<file path="src/rtl/multi_cycle_ctrl.sv">
// Multi-cycle RV32I control FSM: sequences FETCH/DECODE/EXECUTE/MEM/WRITEBACK
// with stallable memories. Define ILLEGAL_TRAP_EN to trap on illegal opcodes.
module multi_cycle_ctrl #(
  parameter int INSTRUCTION_WIDTH = 32,
  parameter int ALU_CTRL_WIDTH    = 4
) (
  input  logic                         clk,
  input  logic                         rst,
  input  logic [INSTRUCTION_WIDTH-1:0] inst,
  input  logic                         imem_ready,
  input  logic                         dmem_ready,
  input  logic                         alu_cmp,
  output logic                         imem_rd_en,
  output logic                         ir_wr_en,
  output logic                         pc_wr_en,
  output logic [1:0]                   pc_src_sel,
  output logic [ALU_CTRL_WIDTH-1:0]    alu_ctrl,
  output logic [1:0]                   alu_op1_sel,
  output logic                         alu_op2_sel,
  output logic [2:0]                   imm_sel,
  output logic                         reg_file_wr_en,
  output logic [1:0]                   reg_file_wr_back_sel,
  output logic                         data_mem_rd_en,
  output logic                         data_mem_wr_en,
  output logic                         illegal_inst
);

  localparam logic [4:0] OP_R      = 5'b01100;
  localparam logic [4:0] OP_IMM    = 5'b00100;
  localparam logic [4:0] OP_LOAD   = 5'b00000;
  localparam logic [4:0] OP_STORE  = 5'b01000;
  localparam logic [4:0] OP_BRANCH = 5'b11000;
  localparam logic [4:0] OP_LUI    = 5'b01101;
  localparam logic [4:0] OP_AUIPC  = 5'b00101;
  localparam logic [4:0] OP_JAL    = 5'b11011;
  localparam logic [4:0] OP_JALR   = 5'b11001;

  localparam logic [3:0] ALU_ADD = 4'b0000;
  localparam logic [3:0] ALU_SUB = 4'b1000;

  localparam logic [1:0] OP1_RS1  = 2'b00;
  localparam logic [1:0] OP1_PC   = 2'b01;
  localparam logic [1:0] OP1_ZERO = 2'b10;

  localparam logic [2:0] IMM_I = 3'b000;
  localparam logic [2:0] IMM_S = 3'b001;
  localparam logic [2:0] IMM_B = 3'b010;
  localparam logic [2:0] IMM_U = 3'b011;
  localparam logic [2:0] IMM_J = 3'b100;

  localparam logic [1:0] PC_PLUS4 = 2'b00;
  localparam logic [1:0] PC_IMM   = 2'b01;
  localparam logic [1:0] PC_ALU   = 2'b10;

  localparam logic [1:0] WB_ALU  = 2'b00;
  localparam logic [1:0] WB_LOAD = 2'b01;
  localparam logic [1:0] WB_PC4  = 2'b10;

  typedef enum logic [2:0] {
    S_FETCH,
    S_DECODE,
    S_EXECUTE,
    S_MEM,
    S_WRITEBACK
`ifdef ILLEGAL_TRAP_EN
    , S_TRAP
`endif
  } state_t;

  typedef struct packed {
    logic       imem_rd;
    logic       ir_wr;
    logic       pc_wr;
    logic [1:0] pc_src;
    logic [3:0] alu;
    logic [1:0] op1;
    logic       op2;
    logic [2:0] imm;
    logic       rf_wr;
    logic [1:0] wb_sel;
    logic       dm_rd;
    logic       dm_wr;
    logic       ill;
  } ctrl_t;

  state_t state;
  ctrl_t  ctrl, ctrl_q;

  logic [4:0] opc;
  logic [2:0] funct3;
  logic       is_r, is_imm, is_load, is_store, is_branch;
  logic       is_lui, is_auipc, is_jal, is_jalr, is_jump, legal;

  // Fields outside opcode/funct3/bit30 are datapath-only.
  logic unused_inst;
  assign unused_inst = ^inst;

  assign opc       = inst[6:2];
  assign funct3    = inst[14:12];
  assign is_r      = (opc == OP_R);
  assign is_imm    = (opc == OP_IMM);
  assign is_load   = (opc == OP_LOAD);
  assign is_store  = (opc == OP_STORE);
  assign is_branch = (opc == OP_BRANCH);
  assign is_lui    = (opc == OP_LUI);
  assign is_auipc  = (opc == OP_AUIPC);
  assign is_jal    = (opc == OP_JAL);
  assign is_jalr   = (opc == OP_JALR);
  assign is_jump   = is_jal | is_jalr;
  assign legal     = (inst[1:0] == 2'b11) &
                     (is_r | is_imm | is_load | is_store | is_branch |
                      is_lui | is_auipc | is_jal | is_jalr);

  always_ff @(posedge clk) begin
    if (rst) begin
      state <= S_FETCH;
    end else begin
      case (state)
        S_FETCH:     if (imem_ready) state <= S_DECODE;
        S_DECODE: begin
          if (legal)
            state <= S_EXECUTE;
          else
`ifdef ILLEGAL_TRAP_EN
            state <= S_TRAP;
`else
            state <= S_FETCH;
`endif
        end
        S_EXECUTE: begin
          if (is_load | is_store) state <= S_MEM;
          else if (is_branch)     state <= S_FETCH;
          else                    state <= S_WRITEBACK;
        end
        S_MEM:       if (dmem_ready) state <= is_load ? S_WRITEBACK : S_FETCH;
        S_WRITEBACK: state <= S_FETCH;
`ifdef ILLEGAL_TRAP_EN
        S_TRAP:      state <= S_TRAP;
`endif
        default:     state <= S_FETCH;
      endcase
    end
  end

  always_comb begin
    ctrl = '0;
    case (state)
      S_FETCH: begin
        ctrl.imem_rd = 1'b1;
        ctrl.ir_wr   = imem_ready;
      end
      S_DECODE: begin
`ifndef ILLEGAL_TRAP_EN
        // Illegal opcode retires as a NOP straight out of decode.
        ctrl.pc_wr  = ~legal;
        ctrl.pc_src = PC_PLUS4;
`endif
      end
      S_EXECUTE: begin
        if (is_r) begin
          ctrl.alu = {inst[30], funct3};
        end else if (is_imm) begin
          // Bit 30 only selects SRA vs SRL; elsewhere it is immediate data.
          ctrl.alu = {(funct3 == 3'b101) & inst[30], funct3};
          ctrl.op2 = 1'b1;
          ctrl.imm = IMM_I;
        end else if (is_load | is_store) begin
          ctrl.alu = ALU_ADD;
          ctrl.op2 = 1'b1;
          ctrl.imm = is_store ? IMM_S : IMM_I;
        end else if (is_lui) begin
          ctrl.op1 = OP1_ZERO;
          ctrl.op2 = 1'b1;
          ctrl.imm = IMM_U;
        end else if (is_auipc | is_jal) begin
          ctrl.op1 = OP1_PC;
          ctrl.op2 = 1'b1;
          ctrl.imm = is_jal ? IMM_J : IMM_U;
        end else if (is_jalr) begin
          ctrl.op1 = OP1_RS1;
          ctrl.op2 = 1'b1;
          ctrl.imm = IMM_I;
        end else if (is_branch) begin
          ctrl.alu    = ALU_SUB;
          ctrl.imm    = IMM_B;
          ctrl.pc_wr  = 1'b1;
          ctrl.pc_src = alu_cmp ? PC_IMM : PC_PLUS4;
        end
      end
      S_MEM: begin
        ctrl.dm_rd  = is_load;
        ctrl.dm_wr  = is_store;
        ctrl.pc_wr  = is_store & dmem_ready;
        ctrl.pc_src = PC_PLUS4;
      end
      S_WRITEBACK: begin
        ctrl.rf_wr  = 1'b1;
        ctrl.pc_wr  = 1'b1;
        ctrl.wb_sel = is_load ? WB_LOAD : (is_jump ? WB_PC4 : WB_ALU);
        ctrl.pc_src = is_jump ? PC_ALU : PC_PLUS4;
      end
`ifdef ILLEGAL_TRAP_EN
      S_TRAP:  ctrl.ill = 1'b1;
`endif
      default: ctrl = '0;
    endcase
  end

  // Reset kills every strobe in the same cycle, including a stalled access.
  assign ctrl_q = rst ? '0 : ctrl;

  assign imem_rd_en           = ctrl_q.imem_rd;
  assign ir_wr_en             = ctrl_q.ir_wr;
  assign pc_wr_en             = ctrl_q.pc_wr;
  assign pc_src_sel           = ctrl_q.pc_src;
  assign alu_op1_sel          = ctrl_q.op1;
  assign alu_op2_sel          = ctrl_q.op2;
  assign imm_sel              = ctrl_q.imm;
  assign reg_file_wr_en       = ctrl_q.rf_wr;
  assign reg_file_wr_back_sel = ctrl_q.wb_sel;
  assign data_mem_rd_en       = ctrl_q.dm_rd;
  assign data_mem_wr_en       = ctrl_q.dm_wr;
  assign illegal_inst         = ctrl_q.ill;

  always_comb begin
    alu_ctrl      = '0;
    alu_ctrl[3:0] = ctrl_q.alu;
  end

endmodule

</file>
<file path="config.mk">
export PLATFORM = sky130hd
export DESIGN_NAME = multi_cycle_ctrl
export DESIGN_NICKNAME = d
export VERILOG_FILES = /design/src/rtl/multi_cycle_ctrl.sv
export SDC_FILE = /design/constraint.sdc
export NUM_CORES = 1
export LEC_CHECK = 0
export ABC_CLOCK_PERIOD_IN_PS = 1300
export BUFFER_PORTS_ARGS = -buffer_cell sky130_fd_sc_hd__buf_2
export CORE_UTILIZATION = 29
export DETAILED_ROUTE_END_ITERATION = 12
export GPL_ROUTABILITY_DRIVEN = 0
export GPL_TIMING_DRIVEN = 0
export PLACE_DENSITY = 0.73
export RECOVER_POWER = 25
export SLEW_MARGIN = 20
export SYNTH_ARGS = -nofsm -noshare
export SYNTH_HDL_FRONTEND = slang
export SYNTH_SLANG_ARGS = --single-unit
</file>
<file path="constraint.sdc">
create_clock -name clk -period 1.3 [get_ports clk]
set_input_delay 0.13 -clock clk [delete_from_list [all_inputs] [get_ports clk]]
set_output_delay 0.13 -clock clk [all_outputs]
set_load 0.01 [all_outputs]
</file>
# Yosys cells after proc, flatten, opt, wreduce, memory -nomap -nowiden
# Index checks and enable logic that the tools add are counted.
# W data, S select, Z words.
[classes]
n_eq_ne = 16
bitwise = 15
reduce_logical = 3
n_mux = 38
[op_table]
columns = ["operator", "n"]
rows = [
  ["$mux W3", 10],
  ["$mux W7", 4],
  ["$pmux W3 S4", 2],
  ["$mux W21", 1],
  ["$mux W4", 5],
  ["$mux W2", 9],
  ["$eq A5 B4 Y1 const B", 3],
  ["$eq A5 B5 Y1 const B", 3],
  ["$mux W6", 2],
  ["$or A1 B1 Y1", 11],
  ["$eq A5 B3 Y1 const B", 2],
  ["$mux W10", 1],
  ["$eq A3 B2 Y1 const B", 2],
  ["$eq A3 B3 Y1 const B", 2],
  ["$logic_not A5 Y1", 1],
  ["$mux W5", 1],
  ["$ne A2 B2 Y1 const B", 2],
  ["$and A1 B1 Y1", 3],
  ["$eq A3 B1 Y1 const B", 1],
  ["$logic_not A3 Y1", 1],
  ["$mux W1", 3],
  ["$eq A2 B2 Y1 const B", 1],
  ["$reduce_and A2 Y1", 1],
  ["$not A1 Y1", 1],
]
[word_totals]
out_inout_bits = 21
ff_bits = 3
in_bits = 37
word_cells = 73

# Longest topological paths before layout
[logic_depth]
word_depth = 13
mapped_depth = 5
depth_no_buf = 4

# Worst setup path before layout
# OpenSTA, ideal clock, no wires.
[synth_timing]
path_kind = "register to output"
start = "reg state[1]"
end = "out imm_sel[0]"
required_time_ps = 1170
slack_ps = -194
arrival_time_ps = 1364
n_path_buf = 0
path_stages_with_launch = 4
path_cell_list = "dfxtp_1 > or3b_4 > or2_4 > nor4_2"
[synth_via]
elab_chain_cells = 3
[synth_rtl]
columns = ["item", "line_no", "rtl"]
rows = [
  ["from (decl)", "86", "state_t state;"],
  ["from (signal assigned)", "135", "S_MEM: if (dmem_ready) state <= is_load ? S_WRITEBACK : S_FETCH;"],
  ["$eq A3 B2 Y1", "147", "case (state)"],
  ["$mux W10", "147", ""],
  ["$mux W21", "210", "assign ctrl_q = rst ? '0 : ctrl;"],
  ["to (decl)", "20", "output logic [2:0] imm_sel,"],
]
# Every way passes these cells.

# Worst setup path after layout
# Same ends and word-level chain as after synthesis.

==> impl_metrics.tcl <==
set metrics [dict create \
    grt_max_degree 11 \
    peakVddDrop_v 0.000262 \
    finalSetupViolCount 20 \
    htreeDepth 1 \
    area_growth_pct 72.6 \
    overflow 0 \
    vias_per_cell 5.49 \
    maxCapViolCount 0 \
    grt_antenna_before_repair 0 \
    place_ws_ps -309 \
    grt_pass1_vias 642 \
    largest_reg_flops 3 \
    hp-class "in2reg" \
    rows 14 \
    n_fill_cell 161 \
    top_register "state" \
    dp.final_hpwl_um 1230 \
    total_leakage_power_nw 0.410 \
    status "finished with violations" \
    synth.cell_area_um2 507 \
    clkSinkCount 3 \
    synth-seq-cells 3 \
    cts_buffer_depth 2 \
    required_ps 1170 \
    finalSetupTns_ps -5230 \
    cts_tree "built" \
    ys.flop_type "dfxtp_1" \
    layout_min_cycle_time_ps 1700 \
    async_reset_ff_frac 0 \
    violations "design-rule violations, negative setup slack" \
    finalCritPeriodShare 1.31 \
    drt_wl_total_um 1810 \
    dp_cells 125 \
    multiInputGateArea_um2 503 \
    synth_fp_nets 112 \
    worst_slack_ps -397 \
    num_antenna_cells 0 \
    nNetsFinal 157 \
    die_w_um 43.8 \
    vias 741 \
    clk_pin_slew_worst_paths_ps 40 \
    rsz0062_at_grt "true" \
    ff_latch_area_um2 71.3 \
    path_class "reg2out" \
    synth_area_per_cell_um2 6.76 \
    crit_path_max_fanout 5 \
    p_per_area_nw_per_um2 483 \
    portBuffers 34 \
    synth_cell_types 34 \
    grt.total_usage 0.184 \
    core_area_um2 1580 \
    ys_seq_area_frac 0.119 \
    synthCells 75 \
    grt_pass1_wl_um 2620 \
    dr.pass1.iters 8 \
    holdBufCountCts 0 \
    ant_nets 0 \
    cp-end-kind "output pin" \
    die-height_um 43.8 \
    start_kind "flop" \
    fmax_ghz 0.589 \
    p_total_mw 0.423 \
    start_util 0.321 \
    synth-edff-count 0 \
    cts_buffers 3 \
    ios 58 \
    drive_gt1_frac 0.580 \
    ys_warn_count 0 \
    clock_skew_ps 3.01 \
    top_regs "state (3)" \
    wl_per_cell_um 13.4 \
    fin_cells 135 \
    drt_iter0_drc 6 \
    drv_slew 0 \
    clkLatencyLatePin_ps 240 \
    cts_root_buf "clkbuf_4" \
    drc 2 \
    finalHoldViolations 0 \
    worstPathArrival_ps 1570 \
    die-area_um2 1920 \
]
cells in the mapped netlist, types with 2 or more instances:
cell type	n	area (um2)
a21oi_1	8	40.0
and2_1	2	12.5
and3_1	5	31.3
and3b_1	2	17.5
buf_2	3	15.0
buf_4	2	15.0
dfxtp_1	3	60.1
nand2_1	8	30.0
nand2b_1	2	12.5
nand3_1	3	15.0
nor2_1	6	22.5
nor2b_1	2	12.5
nor3_1	3	15.0
nor4_1	2	12.5
nor4b_1	2	17.5
o211ai_1	2	15.0
o21ai_0	2	10.0
or3_1	2	12.5
per-stage QoR:
stage	instance area (um2)	util	hold slack, ps
after global placement	726	0.460	429
after floorplan	536	-	291
after detailed placement	726	0.460	437
after global routing	875	0.555	204
after CTS	785	0.498	182
final	875	0.555	181
critical path: stages, from the launching register on:
cell and delay, ps:
dfxtp_4 340, or3b_4 410, or2_4 280, nor4_4 120
buf_2 170
cells by family after synthesis:
family                 after synthesis  share of synthesized area
AOI/OAI and AO/OA                   18                      0.232
buffers and inverters                6                     0.0666
DFF                                  3                      0.119
muxes                                1                     0.0198
other                                1                    0.00740
and+or+nand+nor                     46                      0.556
area by class of cell:
class,instances,area share
Clock buffer,4,0.0300
Tap cell,16,0.0229
Inverter,1,0.00429
Multi-Input combinational cell,66,0.575
Buffer,5,0.0429
Timing Repair Buffer,40,0.243
Sequential cell,3,0.0815
repair_timing:
| item | CTS | global route |
|---|---|---|
| endpoints found under the setup margin | 20 | 20 |
| resized for setup | 7 | 12 |
| pin swaps | 6 | 7 |
| buffers inserted | 1 | 5 |
final timing paths:
check                               end  slack [ps]                  start  cells past startpoint
hold / removal    state[2]$_SDFFE_PP0P_         180             dmem_ready                      3
setup reg to reg  state[1]$_SDFFE_PP0P_         110  state[1]$_SDFFE_PP0P_                      4
hold reg to reg   state[2]$_SDFFE_PP0P_         600  state[2]$_SDFFE_PP0P_                      2
setup / recovery             imm_sel[0]        -400  state[1]$_SDFFE_PP0P_                      4
cell usage in the layout, fill, tap and decap left out, types with 2 or more instances in the layout:
| cell type | count |
|---|---|
| buf_2 | 37 |
| buf_4 | 6 |
| or3_1 | 2 |
| and3b_1 | 2 |
| nand2b_1 | 2 |
| a21oi_2 | 2 |
| and3_1 | 5 |
| nor3b_2 | 2 |
| nor2_4 | 2 |
| o21ai_0 | 2 |
| nor3_1 | 2 |
| dfxtp_4 | 3 |
| a21oi_1 | 6 |
| clkbuf_4 | 3 |
| nand3_1 | 2 |
| nor2_2 | 2 |
| nor2b_1 | 2 |
| and2_1 | 2 |
| nand2_1 | 7 |
| o211ai_1 | 2 |
| nor4_4 | 2 |
| nor2_1 | 2 |
power breakdown:
| part | switching (mW) | internal, mW | total (mW) |
|---|---|---|---|
| clock | 0.0553 | 0.115 | 0.171 |
| combinational | 0.0827 | 0.0716 | 0.154 |
| sequential | 0.00586 | 0.0919 | 0.0978 |
per-layer routing:
layer  global-route usage  vias to the layer above  wire length, um
met3               0.0375                        6               84
met5                    0                        -                0
met4                0.113                        0               48
li1                     -                      371                -
met2                0.310                       29              894
met1                0.212                      335              783
Power figures use the tool's default switching activity.
